$ cat config.mk
export PLATFORM = sky130hd
export DESIGN_NAME = return_addr_stack
export DESIGN_NICKNAME = d
export VERILOG_FILES = /design/src/rtl/return_addr_stack_pkg.sv /design/src/rtl/ras_storage.sv /design/src/rtl/return_addr_stack.sv
export SDC_FILE = /design/constraint.sdc
export NUM_CORES = 1
export LEC_CHECK = 0
export BUFFER_PORTS_ARGS = -buffer_cell sky130_fd_sc_hd__buf_4
export CORE_MARGIN = 3
export CORE_UTILIZATION = 31
export CTS_CLUSTER_SIZE = 30
export DETAILED_ROUTE_END_ITERATION = 10
export GPL_ROUTABILITY_DRIVEN = 0
export PLACE_DENSITY = 0.53
export SETUP_SLACK_MARGIN = 0.4
export SLEW_MARGIN = 20
export SYNTH_ARGS = -nofsm -noshare
export SYNTH_HDL_FRONTEND = slang
export SYNTH_SLANG_ARGS = --single-unit
$ cat constraint.sdc
create_clock -name clk -period 3.45 [get_ports clk]
set_clock_uncertainty 0.15 [all_clocks]
set_input_delay 0.1725 -clock clk [delete_from_list [all_inputs] [get_ports clk]]
set_output_delay 0.1725 -clock clk [all_outputs]
set_load 0.01 [all_outputs]
$ cat src/rtl/return_addr_stack_pkg.sv
`default_nettype none
// ============================================================================
//  Module      : return_addr_stack_pkg
//  Description : Shared branch type codes, checkpoint width derivation and
//                the RAS_CKPT_REPAIR_EN build option for the return stack.
//  Revision    : 1.0 - initial release
// ============================================================================
package return_addr_stack_pkg;

    typedef enum logic [1:0] {
        BR_NONE = 2'd0,
        BR_CALL = 2'd1,
        BR_RET  = 2'd2
    } br_type_e;

    // Return address is the call PC plus the call and its delay slot.
    localparam int unsigned c_call_offset = 8;

    // Checkpoint layout, MSB first: {ptr, count, top value}.
    function automatic int ckpt_width(input int depth, input int addr_w);
        return $clog2(depth) + ($clog2(depth) + 1) + addr_w;
    endfunction

    // RAS_CKPT_REPAIR_EN is left undefined by default: pointer-only restore.
`ifdef RAS_CKPT_REPAIR_EN
    localparam bit c_ckpt_repair_en = 1'b1;
`else
    localparam bit c_ckpt_repair_en = 1'b0;
`endif

endpackage : return_addr_stack_pkg
`default_nettype wire

$ cat src/rtl/ras_storage.sv
`default_nettype none
// ============================================================================
//  Module      : ras_storage
//  Description : DEPTH x ADDR_W return-address array, one synchronous write
//                port and one combinational read port; data is not reset.
//  Revision    : 1.0 - initial release
// ============================================================================
module ras_storage #(
    parameter  int DEPTH  = 16,
    parameter  int ADDR_W = 32,
    localparam int PW     = $clog2(DEPTH)
) (
    input  logic              clk,
    input  logic              i_we,
    input  logic [PW-1:0]     i_waddr,
    input  logic [ADDR_W-1:0] i_wdata,
    input  logic [PW-1:0]     i_raddr,
    output logic [ADDR_W-1:0] o_rdata
);

    logic [ADDR_W-1:0] r_mem [DEPTH];

    always_ff @(posedge clk) begin
        if (i_we) begin
            r_mem[i_waddr] <= i_wdata;
        end
    end

    assign o_rdata = r_mem[i_raddr];

endmodule : ras_storage
`default_nettype wire

$ cat src/rtl/return_addr_stack.sv
`default_nettype none
// ============================================================================
//  Module      : return_addr_stack
//  Description : Multi-lane return address stack with checkpoint/flush
//                repair. Build option: RAS_CKPT_REPAIR_EN (top-value repair).
//  Revision    : 1.0 - initial release
// ============================================================================
module return_addr_stack
    import return_addr_stack_pkg::*;
#(
    parameter  int DEPTH  = 16,
    parameter  int ADDR_W = 32,
    parameter  int LANES  = 2,
    localparam int PW     = $clog2(DEPTH),
    localparam int CW     = PW + 1,
    localparam int CKPT_W = ckpt_width(DEPTH, ADDR_W)
) (
    input  logic                    clk,
    input  logic                    resetn,
    input  logic                    stall,
    input  logic [LANES-1:0]        lane_vld,
    input  logic [LANES-1:0]        lane_call,
    input  logic [LANES-1:0]        lane_ret,
    input  logic [LANES*ADDR_W-1:0] lane_pc,
    output logic                    ret_valid,
    output logic [ADDR_W-1:0]       ret_target,
    output logic [CKPT_W-1:0]       ckpt_o,
    input  logic                    flush_i,
    input  logic [CKPT_W-1:0]       flush_ckpt_i,
    output logic [CW-1:0]           count_o
);

    logic [PW-1:0]     r_ptr;
    logic [CW-1:0]     r_count;
    logic [PW-1:0]     w_ptr_nxt;
    logic [CW-1:0]     w_count_nxt;
    br_type_e          w_type;
    logic [ADDR_W-1:0] w_pc;
    logic [ADDR_W-1:0] w_top;
    logic [ADDR_W-1:0] w_call_addr;
    logic              w_pop;
    logic              w_we;
    logic [PW-1:0]     w_waddr;
    logic [ADDR_W-1:0] w_wdata;
    logic [PW-1:0]     w_fl_ptr;
    logic [CW-1:0]     w_fl_count;
    logic [ADDR_W-1:0] w_fl_top;

    // Scan from the top lane down so the lowest qualifying lane wins.
    always_comb begin
        w_type = BR_NONE;
        w_pc   = '0;
        for (int i = LANES - 1; i >= 0; i--) begin
            if (lane_vld[i] && (lane_call[i] || lane_ret[i])) begin
                w_type = lane_call[i] ? BR_CALL : BR_RET;
                w_pc   = lane_pc[i*ADDR_W +: ADDR_W];
            end
        end
    end

    assign w_call_addr = w_pc + ADDR_W'(c_call_offset);
    assign w_pop       = (w_type == BR_RET) && (r_count != '0);
    assign ret_valid   = resetn && w_pop;
    assign ret_target  = ret_valid ? w_top : '0;
    assign ckpt_o      = {r_ptr, r_count, w_top};
    assign count_o     = r_count;

    assign w_fl_ptr    = flush_ckpt_i[CKPT_W-1 -: PW];
    assign w_fl_count  = flush_ckpt_i[ADDR_W +: CW];
    assign w_fl_top    = flush_ckpt_i[ADDR_W-1:0];

    always_comb begin
        w_ptr_nxt   = r_ptr;
        w_count_nxt = r_count;
        w_we        = 1'b0;
        w_waddr     = r_ptr + PW'(1);
        w_wdata     = w_call_addr;
        if (flush_i) begin
            w_ptr_nxt   = w_fl_ptr;
            w_count_nxt = w_fl_count;
            w_we        = c_ckpt_repair_en;
            w_waddr     = w_fl_ptr;
            w_wdata     = w_fl_top;
        end else if (!stall) begin
            if (w_type == BR_CALL) begin
                w_ptr_nxt   = r_ptr + PW'(1);
                w_count_nxt = (r_count == CW'(DEPTH)) ? r_count : r_count + CW'(1);
                w_we        = 1'b1;
            end else if (w_pop) begin
                w_ptr_nxt   = r_ptr - PW'(1);
                w_count_nxt = r_count - CW'(1);
            end
        end
    end

    always_ff @(posedge clk) begin
        if (!resetn) begin
            r_ptr   <= PW'(DEPTH - 1);
            r_count <= '0;
        end else begin
            r_ptr   <= w_ptr_nxt;
            r_count <= w_count_nxt;
        end
    end

    ras_storage #(
        .DEPTH  (DEPTH),
        .ADDR_W (ADDR_W)
    ) u_storage (
        .clk     (clk),
        .i_we    (w_we && resetn),
        .i_waddr (w_waddr),
        .i_wdata (w_wdata),
        .i_raddr (r_ptr),
        .o_rdata (w_top)
    );

endmodule : return_addr_stack
`default_nettype wire

[Word level (Yosys, flattened, before mapping)]
Memory sizes are Yosys's and may differ from the RTL's. A register that Yosys moved wholly into a read port is not among the register bits.
Cells that the tools add are included.
Cells by class
  $add $sub $neg: 5
  equality and inequality tests: 5
  multiplexer cells: 25
  reductions and logical operators: 11
Operator list (count)
  32-bit two-way mux: 4
  32-bit by 4-bit adder with 32-bit output, second input constant: 1
  4-bit two-way mux: 7
  5-bit two-way mux: 5
  2-bit two-way mux: 4
  5-bit by 1-bit adder with 5-bit output, second input constant: 1
  5-bit == test, second input constant: 1
  1-bit logical AND: 5
  1-bit two-way mux: 5
  5-bit nonzero test: 1
  5-bit by 1-bit subtractor with 5-bit output, second input constant: 1
  4-bit by 1-bit adder with 4-bit output, second input constant: 1
  4-bit by 1-bit subtractor with 4-bit output, second input constant: 1
  3-bit != test, second input constant: 1
  3-bit AND reduction: 1
  3-bit nonzero test: 1
  2-bit by 1-bit == test with 1-bit output, second input constant: 1
  2-bit == test, second input constant: 1
  1-bit logical OR: 2
  2-bit by 1-bit != test with 1-bit output, second input constant: 1
  2-bit AND reduction: 1
Storage, ports and cells
  register bits: 9
  bits in writable memories: 512
  input port bits: 115
  output and inout port bits: 79
  word-level logic and storage cells: 49
  memories: 1
Memories
  u_storage.r_mem: depth 16, width 32, read ports 1, clocked after Yosys merged registers in 1, write ports 1, line ras_storage.sv:21  | logic [ADDR_W-1:0] r_mem [DEPTH];

[Depth between registers and ports, before layout]
Gate-level depths: netlist of run 1.
  depth after elaboration: 12
  gate-level depth with buffers: 13
  depth with buffers taken out: 9

[By module]
A second synthesis of run 1 with hierarchy kept.
Second synthesis, totals
  cells, all modules: 1194
  area total of the unflattened synthesis: 21698.3 um2
By module, submodules not included
  ras_storage: times used 1, cells an instance 806, area an instance 19213.4 um2, sequential area each 15374.7 um2
  return_addr_stack: times used 1, cells an instance 388, area an instance 2484.9 um2, sequential area each 180.2 um2

[Least setup slack after synthesis of run 1]
No wires, ideal clock.
  kind: input-to-reg
  from: input lane_vld[0]
  to: memory u_storage.r_mem[0][11] (data pin)
  library setup time: 341 ps
  data arrival time: 3075 ps
  path slack: -116 ps
  cell stages on the path: 12
  buffers on the path: 4
  cell sequence: buf_2 > o21a_1 > buf_4 > nor2_2 > clkbuf_1 > a22o_1 > ha_1 > inv_1 > a211o_1 > clkbuf_1 > o21a_1 > o31ai_1
On the way
  cells in the longest elaborated chain, start to end: 4
RTL lines
  start, declared: line return_addr_stack.sv:21  | input logic [LANES-1:0] lane_vld,
  1-bit logical AND: line return_addr_stack.sv:54  | if (lane_vld[i] && (lane_call[i] || lane_ret[i])) begin
  32-bit two-way mux: line return_addr_stack.sv:54
  32-bit by 4-bit adder with 32-bit output: line return_addr_stack.sv:61  | assign w_call_addr = w_pc + ADDR_W'(c_call_offset);
  32-bit two-way mux: line return_addr_stack.sv:78  | if (flush_i) begin
  named net u_storage.i_wdata[11]: line ras_storage.sv:16  | input logic [ADDR_W-1:0] i_wdata,
  end, declared: line ras_storage.sv:21
The timed path passes the listed nets, and every way through them passes these cells.

==> results.txt, run 1 <==
CP endpoint kind -> primary output
P_leak -> 9.35 nW
Min Clock Period, post-route -> 3.08 ns
Vias in the first global route -> 12723
Worst hold stages -> 3
CTS tree -> built
NetSw -> 0.00328 W
Grt ovf -> 0
Final HPWL DP -> 37200 um
Layout cells sized above 1 -> 38.5%
Clk pwr share -> 37.9%
Final setup vio count -> 0
Post-synth EDFFs -> 512
Vias -> 12485
Sequential share of power -> 49.7%
Largest net degree at the start of global routing -> 71
Sw Share -> 22.8%
Area growth, synth to finish -> 26.8%
DR iter-0 viols -> 1158
Mean Syn Cell Area -> 19.5 um^2
FF+latch area -> 0.0156 mm^2
Drc violations -> 0
Layout Cell Area excl Fill -> 0.0277 mm^2
RSZ-0062 raised after global routing -> true
DP Area -> 0.0252 mm^2
Fin Setup TNS -> 0 ns
CP max FO -> 9
Hold WC Path Type -> in -> reg
CP arrival -> 2.76 ns
Die Y -> 272 um
First-pass GRT wire length -> 91700 um
Reg-to-Reg Start -> count_o[1]
Initial core utilization -> 31.6%
Reg2reg end -> count_o[3]
Peak Freq -> 324 MHz
Top cells by instance count after synthesis -> edfxtp_1, mux4_2, nand2_1
Syn Std Cell Area -> 0.0219 mm^2
Cells after Synth -> 1119
Final WL -> 65500 um
WS Path Type -> reg -> out
Slew margin rel. -> 31.4%
Hold EP -> u_storage.r_mem[7][9]
Comb pwr share -> 12.4%
Yosys top cell by area -> edfxtp_1
Ys flop type -> edfxtp_1
Total core area -> 0.0692 mm^2
FF+latch count, synth -> 525
Longest Clk Path Bufs -> 3
Clock transition at path regs -> 0.06 ns
Int Power -> 0.0111 W
CTS Buf Count -> 54
Hold path startpoint -> flush_ckpt_i[9]
Port-buffer cells -> 193
Max Cap Viol -> 0
GRT Total Usage -> 17.4%
CP Launch Type -> flip-flop
H-Tree Depth -> 2
Number of vias per cell -> 5.21
Worst EP required -> 3.13 ns
Synth cell types -> 66
R2R depth -> 7
Largest cells by area after synthesis -> edfxtp_1, mux4_2, dfxtp_1
Antenna violations before repair -> 4
Top cell type's share of synthesized area -> 70.3%
Max Slew Vio Count -> 0
Share of flip-flops with an asynchronous set or reset -> 0%
Placement row count -> 96
Part of the cycle the worst path needs -> 89.4%
CTS root buffer -> clkbuf_16
# clock sinks -> 525
Final net count -> 1541
Worst-Margin Slew -> 1.02 ns
Drt first pass iters -> 5
Post-synthesis sequential area ratio -> 71.5%
Top-count cell post-synth -> edfxtp_1
Clk Latency, worst-skew pair -> 0.60 ns
Final ANT Viol Nets -> 0
Power density cells -> 519 mW/mm^2
Fin. Hold Viols -> 0
Die W -> 272 um
Fillers -> 6319
Wire per inst -> 27.3 um
I/O Pins -> 194
Synth Net Count -> 1239
Status -> finished, final reports clean
Total Power -> 0.0144 W
R2R setup slack -> 0.79 ns
Die footprint -> 0.0737 mm^2
VDD IR max -> 0.354 mV
Syn. warnings -> 0
Multi-input logic area -> 0.00607 mm^2
repair_timing:
action	4_1_cts	5_1_grt
hold buffers	29	0
endpoints found under the setup margin	54	51
gates resized for setup	14	5
hold endpoints to repair	256	0
gates cloned	6	10
pin swaps	0	2
buffers inserted	14	1
how the worst max path moves through the flow:
stage,slack (ns),cells past startpoint,endpoint,from
finish,0.37,6,ret_target[14],flip-flop
global route,0.29,6,ret_target[20],flip-flop
CTS,0.34,6,ret_target[6],flip-flop
detailed placement,0.05,9,u_storage.r_mem[15][25],lane_vld[0]
global placement,0.17,10,u_storage.r_mem[4][15],lane_vld[0]
floorplan,0.21,5,u_storage.r_mem[14][0],r_ptr[0]
power by group through the flow:
stage	sequential (W)	clock [W]	combinational (W)
6_report	0.00716	0.00545	0.00178
5_1_grt	0.00716	0.00582	0.00191
4_1_cts	0.00716	0.00557	0.00174
3_5_place_dp	0.00731	0	0.00158
3_3_place_gp	0.00731	0	0.00156
2_1_floorplan	0.00727	0	0.000902
logic make-up (layout without fill, tap and decap cells):
family	after synthesis	after routing	synth area share (%)
compound gates	113	113	3.55
xor+xnor	33	33	1.32
fa+ha+maj	5	5	0.286
buf+inv	78	422	1.57
flops	525	525	71.5
mux	170	170	17.0
other cells	0	2	0
simple gates	195	195	4.80
state kept, by name, summed over array words and instances (netlist names), named ones only:
signal,cells
u_storage.r_mem,512
count_o,5
r_ptr,4
placed cells by master (no fill, tap or decap), types with 18 or more instances in the layout:
| master | instances |
|---|---|
| edfxtp_1 | 512 |
| clkbuf_16 | 64 |
| and2_1 | 33 |
| buf_12 | 28 |
| nand2_1 | 52 |
| nor2_1 | 18 |
| a22oi_1 | 20 |
| dlygate4sd3_1 | 29 |
| mux4_2 | 160 |
| buf_4 | 233 |
| o21ai_0 | 24 |
worst max-delay path, stage by stage, from the launching register on:
cell     delay [ns]
dfxtp_4        0.41
buf_12         0.20
buf_16         0.16
mux4_2         0.51
mux4_2         0.56
and2_1         0.19
buf_4          0.14
per-stage QoR:
step	hold slack (ns)	util [%]	instances	setup slack, ns
CTS	0.00608	39.7	2383	0.344
global placement	0.268	36.4	2236	0.170
finish	0.0165	40.1	2396	0.367
global route	0.0464	40.1	2394	0.294
floorplan	0.161	-	1119	0.205
detailed placement	0.265	36.4	2236	0.0475
layout make-up:
cell class / count / area share (%)
inverters: 10 / 0.135
multi-input cells: 516 / 21.9
diodes: 2 / 0.0180
flip-flops and latches: 525 / 56.4
well taps: 931 / 4.20
repair buffers: 314 / 11.4
clock inverters: 29 / 0.744
clock buffers: 69 / 5.15
routing by layer:
| metal | routed length, um | vias to the layer above | part of all wire [%] | track usage [%] |
|---|---|---|---|---|
| met5 | 27 | - | 0.041 | 0 |
| met4 | 901 | 4 | 1.4 | 3.29 |
| met3 | 5350 | 55 | 8.2 | 4.10 |
| met2 | 30200 | 513 | 46 | 27.0 |
| met1 | 29000 | 6657 | 44 | 25.1 |
| li1 | - | 5256 | - | - |
No activity file was read; power rests on OpenSTA's default activity.
==> run 2, diff against run 1 <==
Settings changed: SYNTH_HIERARCHICAL from default to 1.
==> results.txt, run 2 <==
FF+latch count, synth -> 521 (-0.76%)
Final ANT Viol Nets -> 0 (unchanged)
Final HPWL DP -> 38700 um (+4.0%)
Synth Net Count -> 1314 (+6.1%)
Longest Clk Path Bufs -> 3 (unchanged)
Placement row count -> 96 (unchanged)
Drt first pass iters -> 4 (-1)
Top cell type's share of synthesized area -> 70.9% (+0.53 points)
Slew margin rel. -> 28.7% (-2.7 points)
Status -> finished, final reports clean
Fin Setup TNS -> 0 ns (unchanged)
Final net count -> 1640 (+6.4%)
Syn. warnings -> 6 (+6)
Post-synth EDFFs -> 512 (unchanged)
Initial core utilization -> 31.5% (-0.13 points)
VDD IR max -> 0.342 mV (-3.4%)
Part of the cycle the worst path needs -> 86.2% (-3.1 points)
I/O Pins -> 194 (unchanged)
Worst hold slack -> 0.0358 ns (+0.0193 ns)
CTS tree -> built
Max Cap Viol -> 0 (unchanged)
Cells along the critical path -> buf_16 > buf_12 > buf_16 > mux4_2 > a22oi_1 > nand2_1 > and2_1 > buf_4
CP max FO -> 11 (+2)
Number of vias per cell -> 5.15 (-1.2%)
Max incr delay on CP -> 0.50 ns (-0.06 ns)
Layout Cell Area excl Fill -> 0.0276 mm^2 (-0.31%)
Hold WC Path Type -> in -> reg
CP endpoint kind -> primary output
Mean Syn Cell Area -> 18.2 um^2 (-7.0%)
Power density cells -> 512 mW/mm^2 (-1.4%)
RSZ-0062 raised after global routing -> true
Commonest non-fill, non-tap cell in the layout -> edfxtp_1
Antenna violations before repair -> 1 (-3)
Top cells by instance count after synthesis -> edfxtp_1, mux4_2, a22oi_1
Grt ovf -> 0 (unchanged)
CTS Buf Count -> 53 (-1.9%)
GRT Total Usage -> 17.4% (+0.041 points)
DR iter-0 viols -> 1283 (+11%)
Peak Freq -> 336 MHz (+3.6%)
CP most frequent cell -> buf_16
WS Path Type -> reg -> out
Largest cells by area after synthesis -> edfxtp_1, mux4_2, a22oi_1
Drc violations -> 0 (unchanged)
CP Launch Type -> flip-flop
Synth cell types -> 61 (-7.6%)
Area growth, synth to finish -> 27.4%
Worst-Margin Slew -> 1.06 ns (+0.0414 ns)
Vias in the first global route -> 13339 (+4.8%)
Largest reg by FF count -> u_storage/r_mem
Die Y -> 271 um (-0.37%)
P_leak -> 9.40 nW (+0.54%)
Worst EP required -> 3.13 ns (about the same)
Top-count cell post-synth -> edfxtp_1
Fin. Hold Viols -> 0 (unchanged)
Die footprint -> 0.0732 mm^2 (-0.73%)
CP arrival -> 2.65 ns (-0.11 ns)
Min Clock Period, post-route -> 2.98 ns (-0.108 ns)
FF+latch area -> 0.0156 mm^2 (-0.53%)
DP Area -> 0.0251 mm^2 (-0.28%)
Final WL -> 64600 um (-1.4%)
Multi-input logic area -> 0.00606 mm^2 (-0.16%)
# clock sinks -> 521 (-0.76%)
N_diodes -> 0 (-2)
Wire per inst -> 25.9 um (-5.1%)
Clock transition at path regs -> 0.06 ns (about the same)
Cells after Synth -> 1194 (+6.7%)
Fillers -> 6356 (+0.59%)
Die W -> 271 um (-0.37%)
Vias -> 12819 (+2.7%)
Layout cells sized above 1 -> 36.7% (-1.8 points)
Largest net degree at the start of global routing -> 66 (-7.0%)
Syn Std Cell Area -> 0.0217 mm^2 (-0.75%)
Max reg flops -> 512 (unchanged)
Slowest stage cell, crit path -> mux4_2
Max Slew Vio Count -> 0 (unchanged)
Post-synthesis sequential area ratio -> 71.7% (+0.17 points)
First-pass GRT wire length -> 93400 um (+1.9%)
Final setup vio count -> 0 (unchanged)
Total core area -> 0.0689 mm^2 (-0.35%)
Share of flip-flops with an asynchronous set or reset -> 0% (unchanged)
CTS root buffer -> clkbuf_16
Yosys top cell by area -> edfxtp_1
Clk Latency, worst-skew pair -> 0.59 ns (about the same)
H-Tree Depth -> 2 (unchanged)
Commonest non-fill, non-tap cells in the layout -> edfxtp_1, buf_4, mux4_2, a22oi_1, nand2_1
Port-buffer cells -> 193 (unchanged)
Ys flop type -> edfxtp_1
[run 2: cell types whose count changed after synthesis, moves of 6 or more]
cell	before	now
o31ai_1	3	13
nand2_1	52	79
a22oi_1	20	82
mux4_2	160	128
o21ai_1	8	1
buf_1	4	10
nor2_1	34	40
buf_4	6	16
buf_2	16	10
nand4_1	9	1
[run 2: final timing paths]
kind                    from                       to  slack (ns)  depth (start not counted)
max reg2reg         r_ptr[0]  u_storage/r_mem[14][31]        0.70                          8
min reg2reg         r_ptr[1]                 r_ptr[1]        0.92                          6
max                 r_ptr[0]           ret_target[20]        0.47                          8
min          flush_ckpt_i[4]   u_storage/r_mem[11][4]        0.04                          2
[run 2: cell type report]
class,count,share of cell area [%]
Inverter,12,0.163
Clock inverter,25,0.688
Tap cell,931,4.21
Sequential cell,521,56.3
Clock buffer,70,5.03
Multi-Input combinational cell,583,21.9
Timing Repair Buffer,349,11.7
[run 2: power by group]
part           internal [W]  switching (W)  leakage, nW
clock network       0.00298        0.00232        0.770
registers           0.00705      0.0000260         4.71
logic              0.000797       0.000964         3.92
total                0.0108        0.00331         9.40
[run 2: what timing repair did]
| item | in CTS | in global routing |
|---|---|---|
| hold buffers | 40 | 0 |
| cloned | 6 | 1 |
| pin swaps | 1 | 4 |
| buffers inserted | 12 | 11 |
| gates resized for setup | 14 | 19 |
| endpoints found under the hold margin | 313 | 0 |
| endpoints found under the setup margin | 63 | 26 |
[run 2: cells by family after synthesis]
kind of cell	count (synthesis)	share of synthesized area, %
AO/OA/AOI/OAI	188	6.12
XOR/XNOR	25	1.01
adder cells (fa/ha/maj)	5	0.288
buffers and inverters	90	2.03
flip-flops	521	71.7
multiplexers	135	13.6
AND/OR/NAND/NOR	230	5.24
[run 2: through the flow]
step / power [W] / util [%] / setup WS (ns) / instances
floorplan: 0.00809 / - / -0.0203 / 1194
global placement: 0.00878 / 36.4 / 0.214 / 2326
detailed placement: 0.00880 / 36.4 / 0.0421 / 2326
CTS: 0.0142 / 39.8 / 0.401 / 2479
global route: 0.0146 / 40.1 / 0.347 / 2491
finish: 0.0141 / 40.1 / 0.474 / 2491
[run 2: critical path: cells and delay by family (launching register included)]
family | cells | cell delay (ns)
multiplexers | 1 | 0.50
AND/OR/NAND/NOR | 2 | 0.30
buffers and inverters | 4 | 0.62
flip-flops | 1 | 0.38
AO/OA/AOI/OAI | 1 | 0.22
[run 2: metal layers]
metal / share of wire [%] / track usage (%) / vias to the layer above
li1: - / - / 5554
met1: 43 / 23.9 / 6758
met2: 49 / 29.2 / 447
met3: 6.1 / 3.01 / 60
met4: 1.4 / 3.76 / 0
met5: 0 / 0 / -
==> run 3, diff against run 2 <==
Settings changed: REMOVE_ABC_BUFFERS from default to 1.
==> results.txt, run 3 (same netlist as run 2, synthesis figures left out) <==
CP arrival -> 3.08 ns (+0.43 ns)
Delay-heaviest family, CP -> simple AND/OR/NAND/NOR gates
Max reg flops -> 512 (unchanged)
Final HPWL DP -> 39000 um (+0.92%)
Worst setup path end -> u_storage/r_mem[0][1]
Worst Setup SP -> r_ptr[0]
CP endpoint kind -> flip-flop
N_diodes -> 0 (unchanged)
Cells along the critical path -> buf_12 > buf_4 > nand3_1 > xnor2_1 > mux2_2 > or3b_2 > nor3_2 > buf_12
Levels on crit path -> 8 (unchanged)
Fillers -> 6321 (-0.55%)
Initial core utilization -> 31.5% (unchanged)
Post-Layout Cell Count -> 2481 (-0.40%)
Peak Freq -> 338 MHz (+0.50%)
WS Path Type -> reg -> reg
First-pass GRT wire length -> 94200 um (+0.91%)
Part of the cycle the worst path needs -> 85.8% (-0.43 points)
Slowest stage cell, crit path -> or3b_2
Total core area -> 0.0689 mm^2 (unchanged)
CTS Buf Count -> 55 (+3.8%)
CTS tree -> built
P_leak -> 9.38 nW (-0.31%)
Antenna violations before repair -> 7 (+6)
Largest net degree at the start of global routing -> 58 (-12%)
Max Cap Viol -> 0 (unchanged)
Worst-Margin Slew -> 0.952 ns (-0.111 ns)
Layout cells sized above 1 -> 34.9% (-1.8 points)
Vias -> 12903 (+0.66%)
Fin. Hold Viols -> 0 (unchanged)
Area growth, synth to finish -> 26.9%
Clk Latency, worst-skew pair -> 0.61 ns (+0.02 ns)
Hold WC Path Type -> in -> reg
Final WL -> 66400 um (+2.8%)
DP Cell Count -> 2321 (-0.21%)
R2R setup slack -> 0.49 ns (-0.21 ns)
Max incr delay on CP -> 0.57 ns (+0.07 ns)
Final setup vio count -> 0 (unchanged)
Status -> finished, final reports clean
Buf+Inv Stages, Crit Path -> 3 (-1)
Wire per inst -> 26.8 um (+3.2%)
Dpl ws -> 0.303 ns (+0.261 ns)
CP max FO -> 32 (+21)
Reg2reg end -> u_storage/r_mem[0][1]
R2R depth -> 8 (unchanged)
Die Y -> 271 um (unchanged)
CTS root buffer -> clkbuf_16
Final net count -> 1628 (-0.73%)
CP most frequent cell -> buf_12
# clock sinks -> 521 (unchanged)
Max Slew Vio Count -> 0 (unchanged)
Fin worst setup slack -> 0.489 ns (+0.0147 ns)
Vias in the first global route -> 13195 (-1.1%)
Port-buffer cells -> 193 (unchanged)
Commonest non-fill, non-tap cells in the layout -> edfxtp_1, buf_4, mux4_2, a22oi_1, nand2_1
Placement row count -> 96 (unchanged)
Layout Cell Area excl Fill -> 0.0275 mm^2 (-0.40%)
Drt first pass iters -> 5 (+1)
Slew margin rel. -> 36.1% (+7.4 points)
Power density cells -> 525 mW/mm^2 (+2.6%)
Number of vias per cell -> 5.20 (+1.1%)
CP Launch Type -> flip-flop
Met2 GRT Util -> 26.3% (-2.9 points)
Grt ovf -> 0 (unchanged)
DR iter-0 viols -> 1365 (+6.4%)
Min Clock Period, post-route -> 2.96 ns (-0.0147 ns)
VDD IR max -> 0.408 mV (+19%)
GRT Total Usage -> 17.8% (+0.41 points)
Met1 usage -> 26.0% (+2.2 points)
Longest Clk Path Bufs -> 3 (unchanged)
Die W -> 271 um (unchanged)
Die footprint -> 0.0732 mm^2 (unchanged)
Worst EP required -> 3.57 ns (+0.44 ns)
Commonest non-fill, non-tap cell in the layout -> edfxtp_1
I/O Pins -> 194 (unchanged)
Drc violations -> 0 (unchanged)
Clock transition at path regs -> 0.06 ns (about the same)
Reg-to-Reg Start -> r_ptr[0]
Largest reg by FF count -> u_storage/r_mem
GR Util met3 -> 5.14% (+2.1 points)
DP Area -> 0.0250 mm^2 (-0.42%)
Final ANT Viol Nets -> 0 (unchanged)
GR peak layer -> met2
RSZ-0062 raised after global routing -> true
H-Tree Depth -> 2 (unchanged)
[run 3: through the flow]
stage               total power, W  hold slack [ns]   TNS, ns  util, %
finish                      0.0145           0.0377         0     39.9
global route                0.0149           0.0588         0     39.9
CTS                         0.0146          0.00268         0     39.7
detailed placement         0.00879            0.284         0     36.2
global placement           0.00877            0.263         0     36.2
floorplan                  0.00809            0.111  -3222.29        -
[run 3: cell type report]
class                           instances  area [um^2]  share of cell area (%)
Multi-Input combinational cell        583         5880                    21.4
Inverter                               12         45.0                   0.164
Timing Repair Buffer                  335         3160                    11.5
Sequential cell                       521        15600                    56.5
Clock inverter                         34          279                    1.01
Tap cell                              931         1160                    4.23
Clock buffer                           65         1440                    5.21
[run 3: worst min-delay path, cell delays in order]
cell and delay [ns]:
buf_4 0.08, a22oi_1 0.05, o21ai_0 0.15, buf_4 0.19
[run 3: worst min-delay path by stage]
stage          slack, ns                      to             start  cells past startpoint
2_1_floorplan       0.11                r_ptr[1]            resetn                      1
3_3_place_gp        0.26              count_o[3]  flush_ckpt_i[35]                      3
3_5_place_dp        0.28              count_o[3]  flush_ckpt_i[35]                      3
4_1_cts            0.003  u_storage/r_mem[14][2]       lane_pc[34]                      4
5_1_grt             0.06  u_storage/r_mem[14][1]       lane_pc[33]                      4
6_report            0.04   u_storage/r_mem[4][1]       lane_pc[33]                      4
[run 3: per-layer routing]
metal / vias up / routed length (um)
met1: 6697 / 30000
li1: 5528 / -
met2: 583 / 28800
met4: 10 / 1410
met3: 85 / 6190
met5: - / 61
[run 3: repair_timing]
action                                  in CTS  in global routing
endpoints found under the setup margin      49                 51
setup buffers                                7                  1
hold buffers                                46                  0
cloned                                       4                  3
hold endpoints to repair                   392                  0
resized for setup                           13                 14
pin swaps                                    0                  3
[run 3: report_power, final]
group / switching (W) / internal (W) / leakage [nW]
logic: 0.000929 / 0.000777 / 3.83
clock network: 0.00240 / 0.00325 / 0.834
registers: 0.0000334 / 0.00705 / 4.71
total: 0.00337 / 0.0111 / 9.38
